===== config.mk =====
export PLATFORM = sky130hd
export DESIGN_NAME = lif_layer_scheduler_flat
export DESIGN_NICKNAME = d
export VERILOG_FILES = /design/src/rtl/lif_layer_scheduler_pkg.sv /design/src/rtl/lif_layer_scheduler_if.sv /design/src/rtl/lif_layer_scheduler_core.sv /design/src/rtl/lif_layer_scheduler.sv /design/src/flat_wrapper.sv
export SDC_FILE = /design/constraint.sdc
export NUM_CORES = 1
export LEC_CHECK = 0
export CAP_MARGIN = 10
export CORE_MARGIN = 10
export CORE_UTILIZATION = 25
export DETAILED_ROUTE_END_ITERATION = 10
export SYNTH_ARGS = -nofsm -noshare
export SYNTH_HDL_FRONTEND = slang
export SYNTH_SLANG_ARGS = --single-unit

===== constraint.sdc =====
create_clock -name clk -period 11.9 [get_ports clk]
set_input_delay 2.38 -clock clk [delete_from_list [all_inputs] [get_ports clk]]
set_output_delay 2.38 -clock clk [all_outputs]
set_load 0.01 [all_outputs]

===== src/rtl/lif_layer_scheduler_pkg.sv =====
// Shared types and constants for the time-multiplexed LIF layer scheduler.
package lif_pkg;

  localparam int unsigned LIF_WIDTH      = 16;
  localparam int unsigned LIF_FRAC_WIDTH = 8;

  typedef logic signed [LIF_WIDTH-1:0]   state_t;
  typedef logic signed [2*LIF_WIDTH-1:0] mult_t;
  typedef logic signed [2*LIF_WIDTH+1:0] accum_t;

  localparam accum_t MAX_VAL = accum_t'((1 << (LIF_WIDTH - 1)) - 1);
  localparam accum_t MIN_VAL = accum_t'(-(1 << (LIF_WIDTH - 1)));

  typedef enum logic [2:0] {
    S_IDLE,
    S_FETCH,
    S_UPDATE,
    S_EMIT,
    S_DONE
  } fsm_state_e;

endpackage


===== src/rtl/lif_layer_scheduler_if.sv =====
// Current-fetch and spike-event handshakes between the scheduler and its neighbours.
interface lif_layer_scheduler_if #(
  parameter int unsigned IDX_W   = 4,
  parameter int unsigned I_WIDTH = 8
);
  logic                      cur_req;
  logic [IDX_W-1:0]          cur_idx;
  logic                      cur_valid;
  logic signed [I_WIDTH-1:0] cur_data;
  logic                      spk_valid;
  logic [IDX_W-1:0]          spk_idx;
  logic                      spk_ready;

  modport master (
    output cur_req, cur_idx,
    input  cur_valid, cur_data,
    output spk_valid, spk_idx,
    input  spk_ready
  );

  modport slave (
    input  cur_req, cur_idx,
    output cur_valid, cur_data,
    input  spk_valid, spk_idx,
    output spk_ready
  );
endinterface


===== src/rtl/lif_layer_scheduler_core.sv =====
// Combinational single-neuron LIF update: decay, weighted input, saturate, spike.
module lif_update_core #(
  parameter int unsigned WIDTH        = 16,
  parameter int unsigned FRAC_WIDTH   = 8,
  parameter int unsigned I_WIDTH      = 8,
  parameter int unsigned I_FRAC_WIDTH = 4,
  parameter int          A_OPT        = 232,
  parameter int          B_OPT        = 256,
  parameter int          V_RESET      = -20480
) (
  input  logic signed [WIDTH-1:0]   v,
  input  logic signed [I_WIDTH-1:0] i_cur,
  output logic signed [WIDTH-1:0]   v_next,
  output logic                      spike
);
  localparam int unsigned MW   = 2 * WIDTH;
  localparam int unsigned AW   = 2 * WIDTH + 2;
  localparam int          HALF = 1 << (WIDTH - 1);

  localparam logic signed [MW-1:0]    A_M   = MW'(A_OPT);
  localparam logic signed [MW-1:0]    B_M   = MW'(B_OPT);
  localparam logic signed [AW-1:0]    HI    = AW'(HALF - 1);
  localparam logic signed [AW-1:0]    LO    = AW'(-HALF);
  localparam logic signed [WIDTH-1:0] V_RST = WIDTH'(V_RESET);

  logic signed [MW-1:0] v_ext;
  logic signed [MW-1:0] i_ext;
  logic signed [MW-1:0] prod_decay;
  logic signed [MW-1:0] prod_input;
  logic signed [MW-1:0] term_decay;
  logic signed [MW-1:0] term_input;
  logic signed [AW-1:0] pre;

  // Fixed-point update with arithmetic (floor) shifts, then clamp/spike decision.
  always_comb begin
    v_ext      = {{(MW - WIDTH){v[WIDTH-1]}}, v};
    i_ext      = {{(MW - I_WIDTH){i_cur[I_WIDTH-1]}}, i_cur};
    prod_decay = v_ext * A_M;
    prod_input = B_M * i_ext;
    term_decay = prod_decay >>> FRAC_WIDTH;
    term_input = prod_input >>> I_FRAC_WIDTH;
    pre        = {{2{term_decay[MW-1]}}, term_decay} + {{2{term_input[MW-1]}}, term_input};
    spike      = 1'b0;
    v_next     = pre[WIDTH-1:0];
    if (pre >= HI) begin
      spike  = 1'b1;
      v_next = V_RST;
    end else if (pre <= LO) begin
      v_next = LO[WIDTH-1:0];
    end
  end

endmodule


===== src/rtl/lif_layer_scheduler.sv =====
// One LIF layer: per-timestep sweep over N_NEURONS voltages with one shared update core.
module lif_layer_scheduler
  import lif_pkg::*;
#(
  parameter int unsigned N_NEURONS    = 16,
  parameter int unsigned I_WIDTH      = 8,
  parameter int unsigned I_FRAC_WIDTH = 4,
  parameter int unsigned WIDTH        = 16,
  parameter int unsigned FRAC_WIDTH   = 8,
  parameter int          A_OPT        = 232,
  parameter int          B_OPT        = 256,
  parameter int          V_RESET      = -20480
) (
  input  logic                         clk,
  input  logic                         rst_n,
  input  logic                         step_start,
  input  logic                         mem_clear,
  lif_layer_scheduler_if.master        bus,
  output logic                         busy,
  output logic                         step_done,
  output logic [15:0]                  step_count
);
  localparam int unsigned IDX_W = $clog2(N_NEURONS);
  localparam logic [IDX_W-1:0] LAST_IDX = IDX_W'(N_NEURONS - 1);

  fsm_state_e                state_q, state_d;
  logic [IDX_W-1:0]          idx_q, idx_d;
  logic signed [I_WIDTH-1:0] cur_q, cur_d;
  logic [IDX_W-1:0]          spk_idx_q, spk_idx_d;
  logic [15:0]               step_count_q, step_count_d;
  logic signed [WIDTH-1:0]   v_mem_q [N_NEURONS];
  logic signed [WIDTH-1:0]   v_mem_d [N_NEURONS];

  logic signed [WIDTH-1:0]   v_cur;
  logic signed [WIDTH-1:0]   v_next;
  logic                      spike;

  assign v_cur = v_mem_q[idx_q];

  lif_update_core #(
    .WIDTH        (WIDTH),
    .FRAC_WIDTH   (FRAC_WIDTH),
    .I_WIDTH      (I_WIDTH),
    .I_FRAC_WIDTH (I_FRAC_WIDTH),
    .A_OPT        (A_OPT),
    .B_OPT        (B_OPT),
    .V_RESET      (V_RESET)
  ) u_core (
    .v      (v_cur),
    .i_cur  (cur_q),
    .v_next (v_next),
    .spike  (spike)
  );

  // Outputs are pure decodes of registered state.
  assign bus.cur_req   = (state_q == S_FETCH);
  assign bus.cur_idx   = idx_q;
  assign bus.spk_valid = (state_q == S_EMIT);
  assign bus.spk_idx   = spk_idx_q;
  assign busy          = (state_q != S_IDLE);
  assign step_done     = (state_q == S_DONE);
  assign step_count    = step_count_q;

  // Next-state and datapath control; the counter bumps on entry to DONE so it is current during the pulse.
  always_comb begin
    state_d      = state_q;
    idx_d        = idx_q;
    cur_d        = cur_q;
    spk_idx_d    = spk_idx_q;
    step_count_d = step_count_q;
    v_mem_d      = v_mem_q;
    unique case (state_q)
      S_IDLE: begin
        if (mem_clear) begin
          for (int unsigned i = 0; i < N_NEURONS; i++) v_mem_d[i] = '0;
        end else if (step_start) begin
          idx_d   = '0;
          state_d = S_FETCH;
        end
      end
      S_FETCH: begin
        if (bus.cur_valid) begin
          cur_d   = bus.cur_data;
          state_d = S_UPDATE;
        end
      end
      S_UPDATE: begin
        v_mem_d[idx_q] = v_next;
        if (spike) begin
          spk_idx_d = idx_q;
          state_d   = S_EMIT;
        end else if (idx_q == LAST_IDX) begin
          step_count_d = step_count_q + 16'd1;
          state_d      = S_DONE;
        end else begin
          idx_d   = idx_q + 1'b1;
          state_d = S_FETCH;
        end
      end
      S_EMIT: begin
        if (bus.spk_ready) begin
          if (idx_q == LAST_IDX) begin
            step_count_d = step_count_q + 16'd1;
            state_d      = S_DONE;
          end else begin
            idx_d   = idx_q + 1'b1;
            state_d = S_FETCH;
          end
        end
      end
      S_DONE: state_d = S_IDLE;
      default: state_d = S_IDLE;
    endcase
  end

  // State, index, latched current, spike index, counter and voltage register file.
  always_ff @(posedge clk or negedge rst_n) begin
    if (!rst_n) begin
      state_q      <= S_IDLE;
      idx_q        <= '0;
      cur_q        <= '0;
      spk_idx_q    <= '0;
      step_count_q <= '0;
      for (int unsigned i = 0; i < N_NEURONS; i++) v_mem_q[i] <= '0;
    end else begin
      state_q      <= state_d;
      idx_q        <= idx_d;
      cur_q        <= cur_d;
      spk_idx_q    <= spk_idx_d;
      step_count_q <= step_count_d;
      v_mem_q      <= v_mem_d;
    end
  end

endmodule


===== src/flat_wrapper.sv =====
// flat-port wrapper written by rule: the top's interface ports become plain ports
module lif_layer_scheduler_flat import lif_pkg::*;
#(
  parameter int unsigned N_NEURONS    = 16,
  parameter int unsigned I_WIDTH      = 8,
  parameter int unsigned I_FRAC_WIDTH = 4,
  parameter int unsigned WIDTH        = 16,
  parameter int unsigned FRAC_WIDTH   = 8,
  parameter int          A_OPT        = 232,
  parameter int          B_OPT        = 256,
  parameter int          V_RESET      = -20480
)
  (clk, rst_n, step_start, mem_clear, busy, step_done, step_count, bus_cur_req, bus_cur_idx, bus_cur_valid, bus_cur_data, bus_spk_valid, bus_spk_idx, bus_spk_ready);
  lif_layer_scheduler_if #(.IDX_W(4), .I_WIDTH(I_WIDTH)) bus_i ();
  input  logic clk;
  input  logic rst_n;
  input  logic step_start;
  input  logic mem_clear;
  output logic busy;
  output logic step_done;
  output logic [15:0] step_count;
  output wire logic [$bits(bus_i.cur_req)-1:0] bus_cur_req;
  output wire logic [$bits(bus_i.cur_idx)-1:0] bus_cur_idx;
  input wire logic [$bits(bus_i.cur_valid)-1:0] bus_cur_valid;
  input wire logic [$bits(bus_i.cur_data)-1:0] bus_cur_data;
  output wire logic [$bits(bus_i.spk_valid)-1:0] bus_spk_valid;
  output wire logic [$bits(bus_i.spk_idx)-1:0] bus_spk_idx;
  input wire logic [$bits(bus_i.spk_ready)-1:0] bus_spk_ready;
  assign bus_cur_req = bus_i.cur_req;
  assign bus_cur_idx = bus_i.cur_idx;
  assign bus_i.cur_valid = bus_cur_valid;
  assign bus_i.cur_data = bus_cur_data;
  assign bus_spk_valid = bus_i.spk_valid;
  assign bus_spk_idx = bus_i.spk_idx;
  assign bus_i.spk_ready = bus_spk_ready;
  lif_layer_scheduler #(.N_NEURONS(N_NEURONS), .I_WIDTH(I_WIDTH), .I_FRAC_WIDTH(I_FRAC_WIDTH), .WIDTH(WIDTH), .FRAC_WIDTH(FRAC_WIDTH), .A_OPT(A_OPT), .B_OPT(B_OPT), .V_RESET(V_RESET)) u_core (.clk(clk), .rst_n(rst_n), .step_start(step_start), .mem_clear(mem_clear), .bus(bus_i), .busy(busy), .step_done(step_done), .step_count(step_count));
endmodule

==> impl_metrics.py <==
metrics = {
    "die": {
        "initial_core_util": 0.2526,
        "core_area_sq_um": 65860,
        "num_io_pins": 42,
        "die_w_um": 278.0,
        "die_area_sq_um": 77270,
        "die_h_um": 278.0,
        "std_cell_rows": 94,
    },
    "detailed_routing": {
        "wl_met1_um": 19860,
        "dr.pass1.iters": 5,
        "route.detailed.drc": 0,
        "wl_met3_um": 2659,
        "via_count": 12740,
        "viasPerCell": 5.203,
        "avgRoutedWirePerCell_um": 18.34,
        "route.met2.wl_um": 21440,
        "wl_um": 44920,
        "ant_nets": 0,
        "drtIter0Drc": 1171,
        "top_layer": "met4",
    },
    "sta": {
        "slew_headroom": 0.1982,
        "slew_violations": 0,
        "finalCriticalPeriod_ns": 9.772,
        "max_freq_ghz": 0.1023,
        "min_period_over_period": 0.8212,
        "tightest_slew_ns": 1.203,
        "finalSetupViolCount": 0,
        "fin_skew_ns": 0.01464,
        "fin_tns_setup_ns": 0,
        "rsz0062_at_grt": "no",
        "hold_viol_final": 0,
    },
    "setup_path": {
        "cp.arrival_ns": 10.12,
        "crit_slowest_cell": "o21ai_1",
        "max_stage_delay_ns": 0.92,
        "cp.required_ns": 12.25,
        "crit_path_end_kind": "flop",
        "crit_type": "flop to flop",
        "crit_fanout": 35,
        "start_kind": "flop",
    },
    "global_route": {
        "grt_first_pass_wirelength_um": 72470,
        "grt_max_degree": 161,
        "grt_pass1_vias": 12620,
        "gr-total-overflow": 0,
        "grt.total_usage": 0.1133,
        "grt_antenna_before_repair": 0,
    },
    "synthesis": {
        "syn_inst": 1597,
        "synth_edf_count": 0,
        "ys_seq_area_frac": 0.4377,
        "synth.ff_latch_count": 291,
        "ys_warn_count": 0,
        "synth_area_sq_um": 16640,
        "syn-num-nets": 1706,
        "synth_ff_type": "dfrtp_1",
        "ys_types": 72,
        "avgSynthCellArea_sq_um": 10.42,
        "async_reset_ff_frac": 1.000,
    },
    "placement": {
        "place_congestion": 0.8459,
        "hpwl_um": 27920,
        "io_buffers": 41,
        "dp_cells": 2390,
    },
    "cts": {
        "cts_setup_buffers": 0,
        "clk_latency_ns": 0.53,
        "clkSlewWorstSetupHoldPaths_ns": 0.06,
        "cts_tree": "yes",
        "ctsResizeCount": 0,
        "cts_buffers": 34,
        "htree_levels": 2,
        "root_buffer": "clkbuf_16",
        "clockBufferDepth": 3,
        "cts.sinks": 291,
        "cts.hold.buffers_added": 0,
    },
    "finish": {
        "diodes": 0,
        "drive_above_1_share": 0.1243,
        "syn_to_final_growth_pct": 13.67,
        "fin_cells": 2449,
        "nets": 1671,
        "final_core_util": 0.2871,
    },
    "job": {
        "cap_violations": 0,
    },
    "hold_path": {
        "hold_path_class": "flop to flop",
    },
    "outcome": {
        "status": "finished, final reports clean",
    },
}
## routing by layer
metal,up-vias,global-route usage
li1,5787,-
met1,6493,0.1512
met2,389,0.1872
met3,73,0.01819
met4,0,0.03161
met5,-,0
## worst max-delay path, delay by kind of cell (launching register included)
kind,cells,cell delay (ns)
compound gates,15,4.34
fa+ha+maj,5,2.18
flops,1,0.85
simple gates,3,0.68
buf+inv,3,0.63
mux,1,0.55
xor+xnor,2,0.32
## per-stage QoR
stage / cell area (sq um) / worst slack [ns] / hold slack [ns]
after detailed placement: 17810 / 2.169 / 0.4787
after floorplan: 16640 / 3.042 / 0.4631
final: 18910 / 2.128 / 0.4894
after global routing: 18910 / 1.353 / 0.5186
after CTS: 18910 / 2.085 / 0.4921
after global placement: 17810 / 2.291 / 0.4601
## cell usage after synthesis, types with 6 or more instances
master	count	area (sq um)
xor2_1	23	201.4
nand2b_1	16	100.1
buf_1	13	48.80
nor2b_1	9	56.30
fa_1	30	600.6
mux2_2	10	112.6
buf_4	12	90.09
nor4_1	9	56.30
or3_1	7	43.79
and2_1	11	68.82
o21ai_0	155	775.7
nand3_1	269	1346
xnor2_1	16	140.1
nor2_1	37	138.9
mux2_1	6	67.56
nand4_1	11	68.82
o31ai_1	113	848.3
ha_1	65	813.3
a21oi_1	24	120.1
nor3_1	23	115.1
inv_1	74	277.8
mux4_2	77	1734
a21o_1	9	67.56
clkbuf_1	111	416.7
nand2_1	92	345.3
dfrtp_1	291	7282
## registers in the layout, indices dropped and copies added, names as in the netlist
| name | count |
|---|---|
| u_core.cur_q | 8 |
| u_core.bus.spk_idx | 4 |
| u_core.v_mem_q | 256 |
| u_core.state_q | 3 |
| u_core.bus.cur_idx | 4 |
| u_core.step_count | 16 |
## final cells by class
class                   instances  area (sq um)
clock buffers                  42         942.2
clock inverters                17         162.7
fillers                      6810         46950
inverters                      74         277.8
multi-input cells            1087          8482
flip-flops and latches        291          7291
well taps                     864          1081
repair buffers                 74         675.6
## worst paths after layout
| check | startpoint | end | cells past startpoint | slack [ns] |
|---|---|---|---|---|
| hold reg to reg | u_core.v_mem_q[10]$_DFFE_PN0P_ | u_core.v_mem_q[10]$_DFFE_PN0P_ | 2 | 0.49 |
| setup / recovery | u_core.bus.cur_idx[0]$_DFFE_PN0P_ | u_core.v_mem_q[123]$_DFFE_PN0P_ | 29 | 2.13 |
| min in group asynchronous | rst_n | u_core.cur_q[0]$_DFFE_PN0P_ | 1 | 1.85 |
| hold / removal | u_core.v_mem_q[10]$_DFFE_PN0P_ | u_core.v_mem_q[10]$_DFFE_PN0P_ | 2 | 0.49 |
| setup reg to reg | u_core.bus.cur_idx[0]$_DFFE_PN0P_ | u_core.v_mem_q[123]$_DFFE_PN0P_ | 29 | 2.13 |
| max in group asynchronous | rst_n | u_core.v_mem_q[248]$_DFFE_PN0P_ | 3 | 7.75 |
## layout by cell type (no fill, tap or decap), types with 5 or more instances in the layout
cell             count
ha_1                65
o31ai_1            113
nand4_1             11
nand2b_1            16
dfrtp_1            288
and2_1              11
a21o_1               9
or3_1                7
nor2_1              37
mux2_1               6
a21oi_1             24
nor2b_1              9
clkdlybuf4s50_1     40
nor3_1              23
nand3_1            269
xor2_1              22
inv_1               74
xnor2_1             16
o21a_1               5
fa_1                30
mux2_2              10
o21ai_0            155
clkinv_2             7
nor4_1               9
nand2_1             90
mux4_2              77
clkbuf_16           35
buf_4               32
## kinds of logic after synthesis
logic type / synth area share
flops: 0.4377
mux: 0.1163
compound gates: 0.1369
buf+inv: 0.05355
fa+ha+maj: 0.08498
simple gates: 0.1501
xor+xnor: 0.02053
Power is left out: the tool's default activity adds up to more than one toggle a clock period on the data nets, which glitch-free logic cannot reach.
